## src/rtl/mem_arbiter.sv

```systemverilog
// Shares one memory port between an I-cache and a D-cache. Grants alternate under
// contention, memory commands are registered, and completions are passed straight through.
module mem_arbiter #(
    parameter int ADDR_W = 28,
    parameter int DATA_W = 128
) (
    input  logic              clk,
    input  logic              rst_n,
    input  logic              i_mem_read,
    input  logic [ADDR_W-1:0] i_mem_addr,
    output logic [DATA_W-1:0] i_mem_rdata,
    output logic              i_mem_ready,
    input  logic              d_mem_read,
    input  logic              d_mem_write,
    input  logic [ADDR_W-1:0] d_mem_addr,
    input  logic [DATA_W-1:0] d_mem_wdata,
    output logic [DATA_W-1:0] d_mem_rdata,
    output logic              d_mem_ready,
    output logic              mem_read,
    output logic              mem_write,
    output logic [ADDR_W-1:0] mem_addr,
    output logic [DATA_W-1:0] mem_wdata,
    input  logic [DATA_W-1:0] mem_rdata,
    input  logic              mem_ready,
    output logic              busy
);

    typedef enum logic [1:0] {
        ST_IDLE   = 2'd0,
        ST_I_BUSY = 2'd1,
        ST_D_BUSY = 2'd2
    } state_t;

    typedef enum logic {
        GRANT_I = 1'b0,
        GRANT_D = 1'b1
    } grant_t;

    state_t            r_state;
    state_t            w_next_state;
    grant_t            r_last_grant;
    grant_t            w_next_last_grant;
    logic              w_i_req;
    logic              w_d_req;
    logic              w_grant_i;
    logic              w_grant_d;
    logic              w_done;
    logic              w_i_ready;
    logic              w_d_ready;
    logic              r_mem_read;
    logic              r_mem_write;
    logic [ADDR_W-1:0] r_mem_addr;
    logic [DATA_W-1:0] r_mem_wdata;

    assign w_i_req = i_mem_read;
    assign w_d_req = d_mem_read | d_mem_write;

    always_comb begin
        // NOTE: every signal gets a default before the case, so no path can infer a latch.
        w_next_state      = r_state;
        w_next_last_grant = r_last_grant;
        w_grant_i         = 1'b0;
        w_grant_d         = 1'b0;
        w_done            = 1'b0;
        w_i_ready         = 1'b0;
        w_d_ready         = 1'b0;
        case (r_state)
            ST_IDLE: begin
                // Under contention the client that was not served last wins.
                if (w_d_req && (!w_i_req || r_last_grant == GRANT_I)) begin
                    w_grant_d    = 1'b1;
                    w_next_state = ST_D_BUSY;
                end else if (w_i_req) begin
                    w_grant_i    = 1'b1;
                    w_next_state = ST_I_BUSY;
                end
            end
            ST_I_BUSY: begin
                if (mem_ready) begin
                    w_done            = 1'b1;
                    w_i_ready         = 1'b1;
                    w_next_state      = ST_IDLE;
                    w_next_last_grant = GRANT_I;
                end
            end
            ST_D_BUSY: begin
                if (mem_ready) begin
                    w_done            = 1'b1;
                    w_d_ready         = 1'b1;
                    w_next_state      = ST_IDLE;
                    w_next_last_grant = GRANT_D;
                end
            end
            default: w_next_state = ST_IDLE;
        endcase
    end

    always_ff @(posedge clk) begin
        // NOTE: flops take non-blocking assignments so all of them update from pre-edge values.
        if (!rst_n) begin
            r_state      <= ST_IDLE;
            r_last_grant <= GRANT_I;
        end else begin
            r_state      <= w_next_state;
            r_last_grant <= w_next_last_grant;
        end
    end

    // A simultaneous read and write from the D-cache issues the write; the read is re-requested later.
    always_ff @(posedge clk) begin
        if (!rst_n) begin
            r_mem_read  <= 1'b0;
            r_mem_write <= 1'b0;
            r_mem_addr  <= '0;
            r_mem_wdata <= '0;
        end else if (w_grant_i) begin
            r_mem_read  <= 1'b1;
            r_mem_write <= 1'b0;
            r_mem_addr  <= i_mem_addr;
            r_mem_wdata <= '0;
        end else if (w_grant_d) begin
            r_mem_read  <= ~d_mem_write;
            r_mem_write <= d_mem_write;
            r_mem_addr  <= d_mem_addr;
            r_mem_wdata <= d_mem_write ? d_mem_wdata : '0;
        end else if (w_done) begin
            r_mem_read  <= 1'b0;
            r_mem_write <= 1'b0;
        end
    end

    assign mem_read    = r_mem_read;
    assign mem_write   = r_mem_write;
    assign mem_addr    = r_mem_addr;
    assign mem_wdata   = r_mem_wdata;
    assign i_mem_rdata = mem_rdata;
    assign d_mem_rdata = mem_rdata;

    // Reset is synchronous, so the combinational outputs are gated to stay quiet before the reset edge.
    assign i_mem_ready = w_i_ready & rst_n;
    assign d_mem_ready = w_d_ready & rst_n;
    assign busy        = rst_n & (r_state != ST_IDLE);

endmodule

```

## config.mk

```make
export PLATFORM = sky130hd
export DESIGN_NAME = mem_arbiter
export DESIGN_NICKNAME = d
export VERILOG_FILES = /design/src/rtl/mem_arbiter.sv
export SDC_FILE = /design/constraint.sdc
export NUM_CORES = 1
export LEC_CHECK = 0
export CORE_AREA = 3 3 282 284
export DETAILED_ROUTE_END_ITERATION = 6
export DIE_AREA = 0 0 285 287
export PLACE_DENSITY = 0.45
export SLEW_MARGIN = 10
export SYNTH_ARGS = -nofsm -noshare
export SYNTH_HDL_FRONTEND = slang
export SYNTH_SLANG_ARGS = --single-unit
```

## constraint.sdc

```tcl
create_clock -name clk -period 2.01 [get_ports clk]
set_clock_uncertainty 0.2 [all_clocks]
set_input_delay 0.3015 -clock clk [delete_from_list [all_inputs] [get_ports clk]]
set_output_delay 0.3015 -clock clk [all_outputs]
set_load 0.01 [all_outputs]
```

==> results of run 1 <==
==> sequential cells by signal (all words and copies together), names as in the netlist <==
| register | flops |
|---|---|
| r_state | 2 |
| r_last_grant | 1 |
| mem_read | 1 |
| mem_wdata | 128 |
| mem_addr | 28 |
| mem_write | 1 |
==> what timing repair did <==
action,in CTS,in global routing
buffers inserted,0,0
endpoints found under the setup margin,40,51
cloned,0,0
resized for setup,29,1
==> layout make-up <==
cell class / count / area (um2) / share of cell area, %
tap: 1040 / 1300 / 10.7
clock buffer: 19 / 453 / 3.74
timing repair buffer: 396 / 4040 / 33.3
sequential: 161 / 3230 / 26.7
multi-input combinational: 526 / 2940 / 24.3
clock inverter: 12 / 133 / 1.10
antenna: 1 / 2.50 / 0.0207
inverter: 4 / 17.5 / 0.145
==> worst max path at each step <==
stage	start	to	cells after the start
floorplan	r_state[0]	busy	6
global placement	rst_n	mem_wdata[50]	6
detailed placement	rst_n	mem_wdata[79]	6
CTS	mem_wdata[122]	mem_wdata[122]	1
global route	r_state[1]	mem_wdata[62]	7
finish	r_state[1]	mem_wdata[62]	7
==> where the power goes <==
group	switching, W	internal (W)	total (W)
sequential	0.000151	0.00347	0.00362
clock	0.00155	0.00189	0.00344
combinational	0.00150	0.00129	0.00279
total	0.00320	0.00665	0.00985
==> worst max-delay path, cell delays in order, from the launching register on <==
cell and delay [ns]:
dfxtp_2 0.33, inv_2 0.09, ha_4 0.16, buf_12 0.17, and2_1 0.18, a21o_4 0.23
buf_12 0.29, a21oi_1 0.08
==> per-stage QoR <==
| step | cell area, um2 | util [%] | cells |
|---|---|---|---|
| 2_1_floorplan | 8480 | - | 1051 |
| 3_3_place_gp | 11500 | 14.9 | 2127 |
| 3_5_place_dp | 11500 | 14.9 | 2127 |
| 4_1_cts | 12100 | 15.7 | 2158 |
| 5_1_grt | 12100 | 15.7 | 2158 |
| 6_report | 12100 | 15.7 | 2159 |
==> Yosys cell counts (all sizes together) <==
library cell and n:
nand3 58, clkinv 1, a21oi 132, a21boi 1, nor2 2, nand2b 1
nor3 1, o2bb2ai 1, ha 3, nor3b 1, o21ai 129, buf 313
nand4 128, nor2b 2, a2bb2oi 1, clkbuf 47, o211ai 1, a22oi 1
inv 3, o21bai 1, dfxtp 161, and3 2, and2 1, o31ai 1
a21o 1, nand2 30, a31oi 28
==> cells by family after synthesis <==
logic type / Yosys count / share of synthesized area (%)
compound gates: 297 / 18.3
fa+ha+maj: 3 / 0.443
buf+inv: 364 / 28.3
flops: 161 / 38.0
simple gates: 226 / 14.9
==> routing by layer <==
layer	GRT usage (%)	routed length (um)
met5	0.595	102
met4	5.69	2030
met3	4.78	4210
met2	13.1	16300
met1	8.93	13400
==> results.toml, run 1 <==
[route]
drc = 0
via_count = 7819
dr.pass1.iters = 4
routed_wirelength_mm = 36.1
ant_nets = 0
vias_per_cell = 3.62
drt_iter0_drc = 331
wl_per_cell_um = 16.7

[pwr]
powerDensity_nw_per_um2 = 814
p_leak_nw = 3.81
power_w = 0.00985
vdd_drop_max_mv = 0.490

[sta]
setup_tns_ns = 0
tightest_slew_ns = 0.437
min_period_ns = 1.93
rsz0062_at_grt = "yes"
finalCritPeriodShare_pct = 96.1
maxSlewViolCount = 0
slew_headroom_pct = 70.9
fin_ws_ns = 0.0777
hold_ws_ns = 0.213
hold_viol_final = 0
fmax_mhz = 518
finalSetupViolations = 0

[place]
gp_congestion = 0.758
dpl.hpwl_mm = 26.0
place_ws_ns = -0.280
numPortBuffers = 350

[floorplan]
die_area_um2 = 81800
core_um2 = 77300
initial_core_util_pct = 11.0
rows = 102
die_h_um = 287
die_w_um = 285
io_pins = 735

[synth]
synth_fp_nets = 1372
postSynthAreaPerCell_um2 = 8.07
synth.area.top_cells = "dfxtp_1 (38%), buf_4 (23%), nand4_1 (9.4%)"
synth-seq-cells = 161
ys_seq_area_share_pct = 38.0
synth.cell_area_um2 = 8480
synthCells = 1051
netlist.area_leader.share_pct = 38.0
synth_top_area_cell = "dfxtp_1"
yosys.cell_types.count = 31
synth_warnings = 0

[clock_tree]
cts_tree = "yes"
cts_max_level = 4
clk_path_buf_depth = 2
root_buffer = "clkbuf_16"
hold_buffers = 0
numCtsBuffers = 17
insertion_delay_ns = 0.47
clk_pin_slew_ns = 0.07
clock-sinks = 161

[setup_path]
cp-start-kind = "flop"
worstPathRequired_ns = 2.14
reg2reg_from = "r_state[1]"
path_max_fanout = 58
arrival_ns = 2.07
critical_path_class = "reg2reg"
end_kind = "flop"
reg2reg_to = "mem_wdata[62]"
rr_worst_depth = 7
r2r_slack_ns = 0.08

[cells_and_area]
area_delta_synth_final_pct = 42.8
drive_gt1_share_pct = 8.59
final_common_cell = "clkdlybuf4s50_1"
fill_cells = 8752
nets = 1427
final_cell_mix = "clkdlybuf4s50_1 (338), dfxtp_1 (158), a21oi_1 (132)"

[status]
status = "finished, final reports clean"

[job]
cap_viol_max_count = 0

[global_routing]
grt_pass1_wl_mm = 51.9
grt_antenna_before_repair = 6
grt_max_degree = 88
grt.overflow.total = 0
grt_pass1_vias = 8009
grt.total_usage_pct = 8.56

[hold_path]
min_from = "i_mem_addr[5]"
hold_class = "in2reg"
whs_endpoint = "mem_addr[5]"
worstHoldPathCells = 3
Power figures use the tool's default switching activity.
==> inputs of run 2 (changes only) <==
--- a/config.mk
+++ b/config.mk
@@ -8,7 +8,9 @@
 export CORE_AREA = 3 3 282 284
 export DETAILED_ROUTE_END_ITERATION = 6
 export DIE_AREA = 0 0 285 287
+export HOLD_SLACK_MARGIN = 0.02
 export PLACE_DENSITY = 0.45
+export RECOVER_POWER = 100
 export SLEW_MARGIN = 10
 export SYNTH_ARGS = -nofsm -noshare
 export SYNTH_HDL_FRONTEND = slang
==> results.toml, run 2 (synthesis gave the netlist of run 1 again) <==
[hold_path]
min_from = "i_mem_addr[5]"
worstHoldPathCells = 3
hold_class = "in2reg"

[sta]
hold_ws_ns = 0.212
slew_headroom_pct = 61.9
finalCritPeriodShare_pct = 96.2
fin_ws_ns = 0.0769
hold_viol_final = 0
fmax_mhz = 517
min_period_ns = 1.93
finalSetupViolations = 0
rsz0062_at_grt = "yes"
tightest_slew_ns = 0.568
maxSlewViolCount = 0

[pwr]
p_seq_share_pct = 36.7
p_comb_share_pct = 28.3
intPower_w = 0.00664
p_leak_nw = 3.81
sw_frac_of_total_pct = 32.6
vdd_drop_max_mv = 0.490
power_w = 0.00985
clock_power_share_pct = 34.9
powerDensity_nw_per_um2 = 815
power.switching_w = 0.00321

[global_routing]
grt.overflow.total = 0
grt_max_degree = 88
grt_pass1_wl_mm = 51.9
grt_pass1_vias = 8009
grt_antenna_before_repair = 6
grt.total_usage_pct = 8.56

[route]
wl_per_cell_um = 16.7
drc = 0
via_count = 7803
ant_nets = 0
drt_iter0_drc = 363
vias_per_cell = 3.61
dr.pass1.iters = 4
routed_wirelength_mm = 36.1

[place]
place_ws_ns = -0.280
post_dp_cell_area_um2 = 11500
dpl.hpwl_mm = 26.0
gp_congestion = 0.758
numPortBuffers = 350

[setup_path]
end_kind = "output port"
critical_path_class = "reg2out"
r2r_slack_ns = 0.08
cp-start-kind = "flop"
worstPathRequired_ns = 1.51
path_max_fanout = 2
arrival_ns = 1.43
reg2reg_from = "r_state[1]"
cp-startpoint = "r_state[1]"
rr_worst_depth = 7

[clock_tree]
insertion_delay_ns = 0.47
cts_max_level = 4
post-cts-setup-buffers = 0
clock-sinks = 161
cts_tree = "yes"
hold_buffers = 0
root_buffer = "clkbuf_16"
numCtsBuffers = 17
clk_path_buf_depth = 2
clk_pin_slew_ns = 0.07

[floorplan]
io_pins = 735
die_area_um2 = 81800
die_h_um = 287
rows = 102
core_um2 = 77300
die_w_um = 285
initial_core_util_pct = 11.0

[cells_and_area]
finalInstanceArea_um2 = 12100
largest_reg_flops = 128
fin_util_pct = 15.6
drive_gt1_share_pct = 8.41
final_cell_mix = "clkdlybuf4s50_1 (337), dfxtp_1 (158), a21oi_1 (132)"
area_delta_synth_final_pct = 42.6
final_common_cell = "clkdlybuf4s50_1"
nets = 1427

[status]
status = "finished, final reports clean"

[job]
cap_viol_max_count = 0
run 2: cell types whose count changed in the layout (fill, tap and decap cells not counted), sizes merged:
cell           before  now
dlygate4sd3         0    1
clkbuf             19   20
clkdlybuf4s50     338  337
buf                50   49
run 2: through the flow:
stage	TNS (ns)	std cells
floorplan	0	1051
global placement	-32.77	2127
detailed placement	-33.86	2127
CTS	0	2158
global route	-0.475	2158
finish	0	2159
run 2: power groups by stage:
stage	clock network (W)	logic [W]	registers [W]
finish	0.00344	0.00279	0.00362
global route	0.00377	0.00302	0.00365
CTS	0.00371	0.00285	0.00362
detailed placement	0	0.00284	0.00369
global placement	0	0.00282	0.00368
floorplan	0	0.00160	0.00378
run 2: layout make-up:
cell class | instances | area (um2)
fillers | 8755 | 65300
repair buffers | 396 | 4030
flip-flops and latches | 161 | 3230
multi-input cells | 526 | 2920
well taps | 1040 | 1300
clock buffers | 19 | 453
clock inverters | 12 | 133
inverters | 4 | 17.5
diodes | 1 | 2.50
run 2: timing repair:
action / 4_1_cts / 5_1_grt
resized for setup: 29 / 1
hold endpoints to repair: 0 / 0
endpoints found under the setup margin: 40 / 51
run 2: worst max-delay path, stage by stage (launching register included):
cell and delay [ns]:
dfxtp_2 0.33, buf_4 0.13, ha_1 0.21, and3_1 0.16, buf_2 0.14
run 2: path summary, 6_finish.rpt:
kind,end
worst max-delay path,d_mem_ready
worst min-delay path,mem_addr[5]
worst max register to register,mem_wdata[62]
worst min register to register,mem_addr[1]
run 2: per-layer routing:
| layer | vias to the layer above | track usage (%) | wire (um) |
|---|---|---|---|
| met3 | 134 | 4.78 | 4160 |
| met1 | 3641 | 8.93 | 13500 |
| met4 | 10 | 5.69 | 2020 |
| met5 | - | 0.595 | 102 |
| met2 | 433 | 13.1 | 16400 |
| li1 | 3585 | - | - |
